$ cat src/rtl/branch_pkg.sv
// rtl/branch_pkg.sv - branch condition codes and resolver state encoding
package branch_pkg;

    localparam int BR_OP_W = 3;

    typedef enum logic [BR_OP_W-1:0] {
        BR_EQ  = 3'b000,
        BR_NE  = 3'b001,
        BR_LT  = 3'b010,
        BR_GE  = 3'b011,
        BR_LTU = 3'b100,
        BR_GEU = 3'b101,
        BR_LEZ = 3'b110,
        BR_GTZ = 3'b111
    } br_op_e;

    typedef enum logic {
        ST_EMPTY = 1'b0,
        ST_FULL  = 1'b1
    } br_state_e;

endpackage

$ cat src/rtl/branch_cond_eval.sv
// rtl/branch_cond_eval.sv - combinational branch condition evaluator
module branch_cond_eval
    import branch_pkg::*;
#(
    parameter int WIDTH = 32
) (
    input  logic [BR_OP_W-1:0] op,
    input  logic [WIDTH-1:0]   rs,
    input  logic [WIDTH-1:0]   rt,
    output logic               cond
);

    logic   eq;
    logic   lt_s;
    logic   lt_u;
    logic   rs_zero;
    logic   rs_neg;
    br_op_e op_e;

    // Direct relational compares avoid the overflow hazard of subtract-and-test-sign.
    assign eq      = (rs == rt);
    assign lt_s    = ($signed(rs) < $signed(rt));
    assign lt_u    = (rs < rt);
    assign rs_zero = (rs == '0);
    assign rs_neg  = rs[WIDTH-1];
    assign op_e    = br_op_e'(op);

    always_comb begin
        cond = 1'b0;
        case (op_e)
            BR_EQ:   cond = eq;
            BR_NE:   cond = !eq;
            BR_LT:   cond = lt_s;
            BR_GE:   cond = !lt_s;
            BR_LTU:  cond = lt_u;
            BR_GEU:  cond = !lt_u;
            BR_LEZ:  cond = rs_neg || rs_zero;
            BR_GTZ:  cond = !rs_neg && !rs_zero;
            default: cond = 1'b0;
        endcase
    end

endmodule

$ cat src/rtl/branch_resolve_unit.sv
// rtl/branch_resolve_unit.sv - registered branch decision with handshake, flush and statistics
module branch_resolve_unit
    import branch_pkg::*;
#(
    parameter int WIDTH     = 32,
    parameter int CNT_WIDTH = 16
) (
    input  logic                 clk,
    input  logic                 rst_n,
    input  logic                 in_valid,
    output logic                 in_ready,
    input  logic [BR_OP_W-1:0]   in_op,
    input  logic [WIDTH-1:0]     in_rs,
    input  logic [WIDTH-1:0]     in_rt,
    input  logic                 in_pred_taken,
    output logic                 out_valid,
    input  logic                 out_ready,
    output logic                 out_taken,
    output logic                 out_mispredict,
    input  logic                 flush,
    input  logic                 clr_stats,
    output logic [CNT_WIDTH-1:0] branch_count,
    output logic [CNT_WIDTH-1:0] taken_count,
    output logic [CNT_WIDTH-1:0] mispredict_count
);

    br_state_e            state_q, state_d;
    logic                 out_taken_q, out_taken_d;
    logic                 out_mispredict_q, out_mispredict_d;
    logic [CNT_WIDTH-1:0] branch_count_q, branch_count_d;
    logic [CNT_WIDTH-1:0] taken_count_q, taken_count_d;
    logic [CNT_WIDTH-1:0] mispredict_count_q, mispredict_count_d;

    logic cond;
    logic accept;
    logic handshake;

    function automatic logic [CNT_WIDTH-1:0] sat_inc(input logic [CNT_WIDTH-1:0] v,
                                                     input logic inc);
        if (inc && (v != '1)) begin
            return v + CNT_WIDTH'(1);
        end
        return v;
    endfunction

    branch_cond_eval #(
        .WIDTH (WIDTH)
    ) u_cond_eval (
        .op   (in_op),
        .rs   (in_rs),
        .rt   (in_rt),
        .cond (cond)
    );

    assign out_valid        = (state_q == ST_FULL);
    assign in_ready         = !out_valid || out_ready;
    assign accept           = in_valid && in_ready && !flush;
    assign handshake        = out_valid && out_ready && !flush;
    assign out_taken        = out_taken_q;
    assign out_mispredict   = out_mispredict_q;
    assign branch_count     = branch_count_q;
    assign taken_count      = taken_count_q;
    assign mispredict_count = mispredict_count_q;

    always_comb begin
        state_d          = state_q;
        out_taken_d      = out_taken_q;
        out_mispredict_d = out_mispredict_q;
        // Flush dominates: whatever was held or presented this cycle is dropped.
        if (flush) begin
            state_d = ST_EMPTY;
        end else if (accept) begin
            state_d          = ST_FULL;
            out_taken_d      = cond;
            out_mispredict_d = cond ^ in_pred_taken;
        end else if (handshake) begin
            state_d = ST_EMPTY;
        end
    end

    always_comb begin
        branch_count_d     = branch_count_q;
        taken_count_d      = taken_count_q;
        mispredict_count_d = mispredict_count_q;
        if (clr_stats) begin
            branch_count_d     = '0;
            taken_count_d      = '0;
            mispredict_count_d = '0;
        end else if (handshake) begin
            branch_count_d     = sat_inc(branch_count_q, 1'b1);
            taken_count_d      = sat_inc(taken_count_q, out_taken_q);
            mispredict_count_d = sat_inc(mispredict_count_q, out_mispredict_q);
        end
    end

    always_ff @(posedge clk or negedge rst_n) begin
        if (!rst_n) begin
            state_q            <= ST_EMPTY;
            out_taken_q        <= 1'b0;
            out_mispredict_q   <= 1'b0;
            branch_count_q     <= '0;
            taken_count_q      <= '0;
            mispredict_count_q <= '0;
        end else begin
            state_q            <= state_d;
            out_taken_q        <= out_taken_d;
            out_mispredict_q   <= out_mispredict_d;
            branch_count_q     <= branch_count_d;
            taken_count_q      <= taken_count_d;
            mispredict_count_q <= mispredict_count_d;
        end
    end

endmodule
$ cat config.mk
export PLATFORM = sky130hd
export DESIGN_NAME = branch_resolve_unit
export DESIGN_NICKNAME = d
export VERILOG_FILES = /design/src/rtl/branch_pkg.sv /design/src/rtl/branch_cond_eval.sv /design/src/rtl/branch_resolve_unit.sv
export SDC_FILE = /design/constraint.sdc
export NUM_CORES = 1
export LEC_CHECK = 0
export CORE_MARGIN = 1
export CORE_UTILIZATION = 49
export DETAILED_ROUTE_END_ITERATION = 10
export PLACE_DENSITY_LB_ADDON = 0.05
export SYNTH_ARGS = -nofsm -noshare
export SYNTH_HDL_FRONTEND = slang
export SYNTH_SLANG_ARGS = --single-unit
$ cat constraint.sdc
create_clock -name clk -period 4.4 [get_ports clk]
set_input_delay 0.88 -clock clk [delete_from_list [all_inputs] [get_ports clk]]
set_output_delay 0.88 -clock clk [all_outputs]
set_load 0.005 [all_outputs]
After elaboration in Yosys (flattened, before gate mapping)

Cells that the tools add are included.

Bits in registers: 51
Input bits: 74

$add $sub $neg: 3
Magnitude comparators: 2
Equal/unequal tests: 11
Mux-type cells: 25
Bitwise operators: 2
Reductions and logical operators: 27

Operator list:

| operator              | count |
|---|---|
| $mux 16               | 12 |
| $lt 32x32->1          | 2 |
| $add 16x1->16 const B | 3 |
| $ne 16x16->1 const B  | 3 |
| $eq 32x32->1          | 1 |
| $logic_not 32->1      | 1 |
| $eq 3x3->1 const B    | 4 |
| $mux 1                | 12 |
| $pmux 1 s8            | 1 |
| $reduce_and 2->1      | 4 |
| $reduce_bool 2->1     | 4 |
| $logic_and 1x1->1     | 7 |
| $logic_not 1->1       | 7 |
| $eq 3x2->1 const B    | 2 |
| $eq 3x1->1 const B    | 1 |
| $logic_not 3->1       | 1 |
| $reduce_bool 3->1     | 1 |
| $logic_or 1x1->1      | 2 |
| $not 1->1             | 1 |
| $xor 1x1->1           | 1 |

Logic depth before layout (Yosys ltp)

Gate-level depths: netlist of run 1.

Depth in word-level cells: 8
Gate-level depth with buffers: 10

By module

A second synthesis of run 1 with hierarchy kept.

Cell total of the unflattened synthesis: 449
Area total of the unflattened synthesis: 3942.5 sq um

Modules (own cells, without submodules):

| module              | times used | cells an instance | area an instance (sq um) |
|---|---|---|---|
| branch_resolve_unit | 1          | 314               | 2960.3 |
| branch_cond_eval    | 1          | 135               | 982.2 |

Worst setup path after synthesis of run 1

OpenSTA, ideal clock, no wires.

Path kind: input-to-reg
Start: in in_rt[1]
End: reg out_mispredict_q, in the netlist out_mispredict
Library setup time: 0.092 ns
Arrival: 2.721 ns
Data required time: 4.308 ns
Setup slack: 1.587 ns
Stages on the path: 10
Cells stage by stage: inv_1 ha_1 nor2b_1 o211ai_1 a2111oi_1 o41a_1 or3_1 a21oi_2 nor4_1 o31ai_2

Longest elaborated chain between the ends: 4
Elaborated cells between the ends (all ways): 8
Those cells by class: 2 x order compare; 1 x eq/ne; 1 x mux; 1 x bitwise; 3 x reduce/logical

Ends and longest elaborated chain:

| what                                 | RTL line                                                               | RTL |
|---|---|---|
| from (decl)                          | branch_resolve_unit.sv:14                                              | `input logic [WIDTH-1:0] in_rt,` |
| $lt 32x32->1 (tied with other cells) | branch_cond_eval.sv:23                                                 | `assign lt_u = (rs < rt);` |
| $logic_not 1->1 (on tied branches)   | branch_cond_eval.sv:36, branch_cond_eval.sv:32, branch_cond_eval.sv:34 |  |
| $pmux 1 s8 (*)                       | branch_cond_eval.sv:30                                                 | `case (op_e)` |
| $xor 1x1->1 (*)                      | branch_resolve_unit.sv:75                                              | `out_mispredict_d = cond ^ in_pred_taken;` |
| to (signal assigned)                 | branch_resolve_unit.sv:107                                             | `out_mispredict_q <= out_mispredict_d;` |
| to (decl)                            | branch_resolve_unit.sv:29                                              | `logic out_mispredict_q, out_mispredict_d;` |

Every way passes the cells marked *; elsewhere a longest branch is shown, timed or not.
A chain may end at the register's enable or synchronous reset.

Worst setup path in the final report of run 1

Start: in in_rt[5]
End: reg out_mispredict_q, in the netlist out_mispredict

The elaborated chain is that of the path after synthesis.

==> out/results.ini, run 1 <==
[run_status]
status = finished, final reports clean

[clock_tree]
cts_hold_buf = 0
cts_tree = built
htree_levels = 2
cts-root-buf = clkbuf_8
clk-insertion-delay-late_ns = 0.31
cts_made_buffers = 5
clkTransAtPathRegs_ns = 0.10
cts-resized-gates = 0
post-cts-setup-buffers = 0
cts.sinks = 51
clk_path_buf_depth = 2

[power]
total_power_mw = 0.9560
p_per_area_nw_per_um2 = 194.0
leakagePower_nw = 2.201
ir_worst_vdd_mv = 0.2064

[floorplan]
core_um2 = 6832
fp.dieH_um = 86.47
io_pins = 126
start_util_pct = 51.17
die_area_um2 = 7476
die_w_um = 86.47
fp-row-count = 30

[grt]
antenna_found_initial = 0
met1_usage_pct = 29.52
grt_max_degree = 52
gr-max-usage-layer = met2
met2_usage_pct = 41.05
track_usage_pct = 23.40
overflow = 0
grt_pass1_vias = 3120
grt_pass1_wl_um = 13880
use_met3_pct = 4.667

[worst_setup_path]
cp.arrival_ns = 3.33
critical_path_required_ns = 4.63
cp_max_fo = 4
ff2ff_path_depth = 8
rrSetupSlack_ns = 2.10
worstReg2RegEnd = branch_count[6]
path_class = input pin to flip-flop
crit_path_start_kind = input pin
crit_path_end_kind = flip-flop
r2r-start = branch_count[7]

[placement]
hpwl_um = 6516
dpl_cell_area_um2 = 4836
gp_congestion = 0.8417
io_buffers = 125

[timing]
timing.fmax_mhz = 322.5
timing.slew.headroom_pct = 50.53
hold_viol = 0
fin_crit_sh_pct = 70.47
period_needed_ns = 3.100
slew_viol_final = 0
rsz0062_at_grt = no
skew_ns = 0.009274
setup_viol = 0
final.setup.tns_ns = 0
tightestPinTransition_ns = 0.7421

[route]
firstDrtPassIters = 4
drtAntennaViolNets = 0
totalWireLength_um = 8401
vias_per_cell = 5.248
avgRoutedWirePerCell_um = 13.62
drc = 0
first_iter_violations = 164
vias = 3238

[cells_and_area]
antenna_cells = 0
fill_cells = 563
final_area_um2 = 4928
area_growth_pct = 40.98
drive_above_1_share_pct = 4.223
layout_common_cells = 123 x clkdlybuf4s50_1, 51 x dfrtp_1, 47 x nor2_1
layout_commonest_cell = clkdlybuf4s50_1
fin_nets = 629

[synthesis]
synth_top_area_cell = dfrtp_1
synth_warnings = 0
seq_area_frac_synth_pct = 36.51
syn_nets = 503
synth.ff_latch_count = 51
synth-main-ff-cell = dfrtp_1
async_flop_share_pct = 100.0
synth.area.top_cells = dfrtp_1 37%, ha_1 13%, xor2_1 7.3%
synth_top_area_share_pct = 36.51
synth-edff-count = 0
ys_types = 50
synth_cells = 394
syn_area_um2 = 3496
synth_area_per_cell_um2 = 8.873

[min_path]
worst_hold_path.endpoint = mispredict_count[10]
min_path_type = flip-flop to flip-flop
hp-start = mispredict_count[10]
whs_path_depth = 2

[run]
cap_violations = 0

==> per-stage QoR <==
| stage | util, % | worst slack [ns] | cells | hold slack (ns) |
|---|---|---|---|---|
| finish | 72.14 | 1.300 | 617 | 0.5684 |
| global route | 72.14 | 1.138 | 617 | 0.6115 |
| CTS | 72.14 | 1.305 | 617 | 0.5658 |
| detailed placement | 70.79 | 0.9790 | 609 | 0.5437 |
| global placement | 70.79 | 1.017 | 609 | 0.5402 |
| floorplan | - | 1.587 | 394 | 0.5053 |
==> worst max-delay path: stages <==
cell	delay, ns
clkdlybuf4s50_1	0.46
inv_1	0.04
ha_1	0.29
a21o_1	0.19
nand3_1	0.08
a211oi_1	0.07
o41a_1	0.46
or3_1	0.38
a21oi_2	0.19
nor4_1	0.08
o31ai_2	0.20
==> worst max-delay path by stage <==
stage / start / end / slack, ns / depth (start not counted)
2_1_floorplan: in_rt[1] / out_mispredict / 1.59 / 10
3_3_place_gp: in_rt[1] / out_mispredict / 1.02 / 11
3_5_place_dp: in_rt[9] / out_mispredict / 0.98 / 11
4_1_cts: in_rt[1] / out_mispredict / 1.31 / 11
5_1_grt: in_rt[27] / out_mispredict / 1.14 / 11
6_report: in_rt[5] / out_mispredict / 1.30 / 11
==> registers in the layout (all words and copies together) (netlist names) <==
register and flops:
branch_count 16, mispredict_count 16, out_mispredict 1, out_taken 1, out_valid 1, taken_count 16
==> cells by family after synthesis <==
| logic type | Yosys count | synth area share, % |
|---|---|---|
| compound gates | 56 | 11.13 |
| xor+xnor | 39 | 9.771 |
| fa+ha+maj | 35 | 12.53 |
| buf+inv | 49 | 5.440 |
| flops | 51 | 36.51 |
| mux | 3 | 0.8590 |
| simple gates | 161 | 23.77 |
==> cell usage after synthesis, types with 2 or more instances <==
| cell type | n |
|---|---|
| dfrtp_1 | 51 |
| nor2_1 | 47 |
| inv_1 | 41 |
| ha_1 | 35 |
| xor2_1 | 29 |
| nand2_1 | 26 |
| nand4_1 | 20 |
| a21oi_1 | 18 |
| nand3_1 | 16 |
| xnor2_1 | 10 |
| nor4_1 | 8 |
| o21ai_0 | 8 |
| and3_1 | 7 |
| nand2b_1 | 7 |
| nor3_1 | 7 |
| and4_1 | 6 |
| or3_1 | 6 |
| a21o_1 | 5 |
| clkbuf_1 | 5 |
| mux2i_1 | 3 |
| o211ai_1 | 3 |
| a211oi_1 | 2 |
| a221oi_1 | 2 |
| and2_1 | 2 |
| buf_2 | 2 |
| nor2b_1 | 2 |
| o31a_2 | 2 |
| o31ai_1 | 2 |
==> where the power goes <==
group	internal [mW]	total, mW	switching (mW)	leakage, nW
clock network	0.114	0.282	0.168	0.0408
registers	0.474	0.479	0.00568	0.706
logic	0.110	0.195	0.0852	1.45
==> routing by layer <==
metal  share of wire (%)  vias to the layer above
li1                    -                     1636
met1                  45                     1494
met2                  48                       96
met3                 5.2                       12
met4                 1.3                        0
met5                   0                        -
==> final cells by class <==
| class | instances | area, um2 | area share [%] |
|---|---|---|---|
| flip-flops and latches | 51 | 1276 | 25.89 |
| repair buffers | 127 | 1256 | 25.49 |
| multi-input cells | 294 | 2029 | 41.18 |
| clock buffers | 5 | 68.82 | 1.396 |
| clock inverters | 3 | 23.77 | 0.4824 |
| well taps | 96 | 120.1 | 2.437 |
| inverters | 41 | 153.9 | 3.123 |
Power figures use the tool's default switching activity.
==> inputs of run 2 (changes only) <==
CORE_UTILIZATION = 46   (was 49)
clock period = 3.21 ns   (was 4.4 ns; I/O delays follow)
==> run 2 against run 1 <==
Net effect: clock power rose by 33%; sequential share of layout area fell by 0.15 points; die area rose by 6.4%; hold slack got worse by 0.22 ns; cell area rose by 0.58%; first-iteration DRC count fell by 28%; register-to-register slack got worse by 1.2 ns; setup slack got worse by 0.95 ns; combinational power rose by 37%; flip-flop and latch count did not move; core utilization fell by 4.2 points; largest cell class unchanged; global-route usage fell by 1.5 points; largest power group unchanged.
==> out/results.ini, run 2 (synthesized netlist as in run 1, its figures left out) <==
[grt]
overflow = 0  ; unchanged
antenna_found_initial = 0  ; unchanged
track_usage_pct = 21.94  ; was 23.40%
grt_pass1_vias = 3132  ; was 3,120
use_met3_pct = 3.324  ; was 4.667%
grt_pass1_wl_um = 13730  ; was 13,880 um
met2_usage_pct = 37.47  ; was 41.05%
grt_max_degree = 30  ; was 52
gr-max-usage-layer = met2  ; unchanged
met1_usage_pct = 29.04  ; was 29.52%

[placement]
io_buffers = 125  ; unchanged
hpwl_um = 6721  ; was 6516 um
dp_slack_ns = 0.04668  ; was 0.9790 ns
gp_congestion = 0.8409  ; was 0.8417

[clock_tree]
cts_hold_buf = 0  ; unchanged
clk-insertion-delay-late_ns = 0.30  ; was 0.31 ns
htree_levels = 2  ; unchanged
cts_tree = built  ; unchanged
cts.sinks = 51  ; unchanged
clkTransAtPathRegs_ns = 0.09  ; was 0.10 ns
post-cts-setup-buffers = 0  ; unchanged
cts_made_buffers = 5  ; unchanged
cts-root-buf = clkbuf_8  ; unchanged
cts-resized-gates = 0  ; unchanged
clk_path_buf_depth = 2  ; unchanged

[route]
totalWireLength_um = 8415  ; was 8401 um
avgRoutedWirePerCell_um = 13.51  ; was 13.62 um
vias = 3283  ; was 3,238
vias_per_cell = 5.270  ; was 5.248
drtAntennaViolNets = 0  ; unchanged
first_iter_violations = 118  ; was 164
firstDrtPassIters = 4  ; unchanged
drc = 0  ; unchanged

[floorplan]
fp.dieH_um = 89.18  ; was 86.47 um
io_pins = 126  ; unchanged
die_area_um2 = 7952  ; was 7476 um2
start_util_pct = 47.94  ; was 51.17%
core_um2 = 7292  ; was 6832 um2
fp-row-count = 31  ; was 30
die_w_um = 89.18  ; was 86.47 um

[timing]
tightestPinTransition_ns = 0.6699  ; was 0.7421 ns
hold_viol = 0  ; unchanged
setup_viol = 0  ; unchanged
timing.slew.headroom_pct = 55.00  ; was 50.53%
slew_viol_final = 0  ; unchanged
fin_crit_sh_pct = 89.16
period_needed_ns = 2.862
rsz0062_at_grt = no  ; unchanged
skew_ns = 0.004428  ; was 0.009274 ns
setup_slack_ns = 0.3479  ; was 1.300 ns
timing.fmax_mhz = 349.4
final.setup.tns_ns = 0  ; unchanged

[cells_and_area]
layout_common_cells = 123 x clkdlybuf4s50_1, 51 x dfrtp_1, 47 x nor2_1  ; unchanged
area_growth_pct = 41.80  ; was 40.98%
fin_nets = 633  ; was 629
drive_above_1_share_pct = 4.771  ; was 4.223%
fill_cells = 615  ; was 563
antenna_cells = 0  ; unchanged
layout_commonest_cell = clkdlybuf4s50_1  ; unchanged

[power]
p_per_area_nw_per_um2 = 261.7  ; was 194.0 nW/um2
ir_worst_vdd_mv = 0.1531  ; was 0.2064 mV
leakagePower_nw = 2.227  ; was 2.201 nW

[run_status]
status = finished, final reports clean  ; unchanged

[run]
cap_violations = 0  ; unchanged

[worst_setup_path]
ff2ff_path_depth = 9  ; was 8
cp_max_fo = 4  ; unchanged
critical_path_required_ns = 3.43  ; was 4.63 ns
path_class = input pin to flip-flop  ; unchanged
rrSetupSlack_ns = 0.94  ; was 2.10 ns
cp.arrival_ns = 3.08  ; was 3.33 ns
crit_path_start_kind = input pin  ; unchanged
r2r-start = taken_count[3]  ; was branch_count[7]
crit_path_end_kind = flip-flop  ; unchanged
worstReg2RegEnd = taken_count[13]  ; was branch_count[6]

[min_path]
min_path_type = input pin to asynchronous set/reset pin  ; was flip-flop to flip-flop

[run 2: stage by stage]
step / area, um2 / util [%] / hold slack [ns] / cells / total power [mW]
after floorplan: 3496 / - / 0.3464 / 394 / 0.7799
after global placement: 4870 / 66.78 / 0.5388 / 616 / 0.9314
after detailed placement: 4870 / 66.78 / 0.5476 / 616 / 0.9386
after CTS: 4957 / 67.98 / 0.3631 / 623 / 1.313
after global routing: 4957 / 67.98 / 0.3841 / 623 / 1.365
final: 4957 / 67.98 / 0.3491 / 623 / 1.297
[run 2: metal layers]
metal  vias to the layer above  part of all wire (%)
met2                        84                    48
met3                        10                   5.1
met1                      1546                    45
li1                       1643                     -
met5                         -                     0
met4                         0                  0.97
[run 2: how the worst max path moves through the flow]
stage / slack [ns] / end / depth (start not counted) / from
after floorplan: 0.63 / out_mispredict / 10 / in_rt[1]
after global placement: 0.06 / out_mispredict / 11 / in_rt[1]
after detailed placement: 0.05 / out_mispredict / 11 / in_rt[9]
after CTS: 0.36 / out_mispredict / 11 / in_rt[1]
after global routing: 0.15 / out_mispredict / 11 / in_rt[17]
final: 0.35 / out_mispredict / 11 / in_rt[1]
[run 2: final cells by class]
type	instances	area (um2)	area share, %
clock buffers	6	82.58	1.666
multi-input cells	294	2029	40.94
repair buffers	131	1286	25.95
well taps	99	123.9	2.499
clock inverters	1	5.005	0.1010
inverters	41	153.9	3.105
flip-flops and latches	51	1276	25.74
[run 2: critical path, stage by stage]
cell and delay, ns:
clkdlybuf4s50_1 0.45, inv_1 0.04, ha_1 0.27, nor2b_1 0.14, o211ai_1 0.15, a2111oi_1 0.10
o41a_1 0.43, or3_1 0.38, a21oi_2 0.20, nor4_1 0.08, o31ai_2 0.20
[run 2: report_power, final]
part	leakage (nW)	internal [mW]	switching, mW
Sequential	0.706	0.649	0.00730
Clock	0.0470	0.170	0.204
Combinational	1.47	0.153	0.115
Total	2.23	0.971	0.326
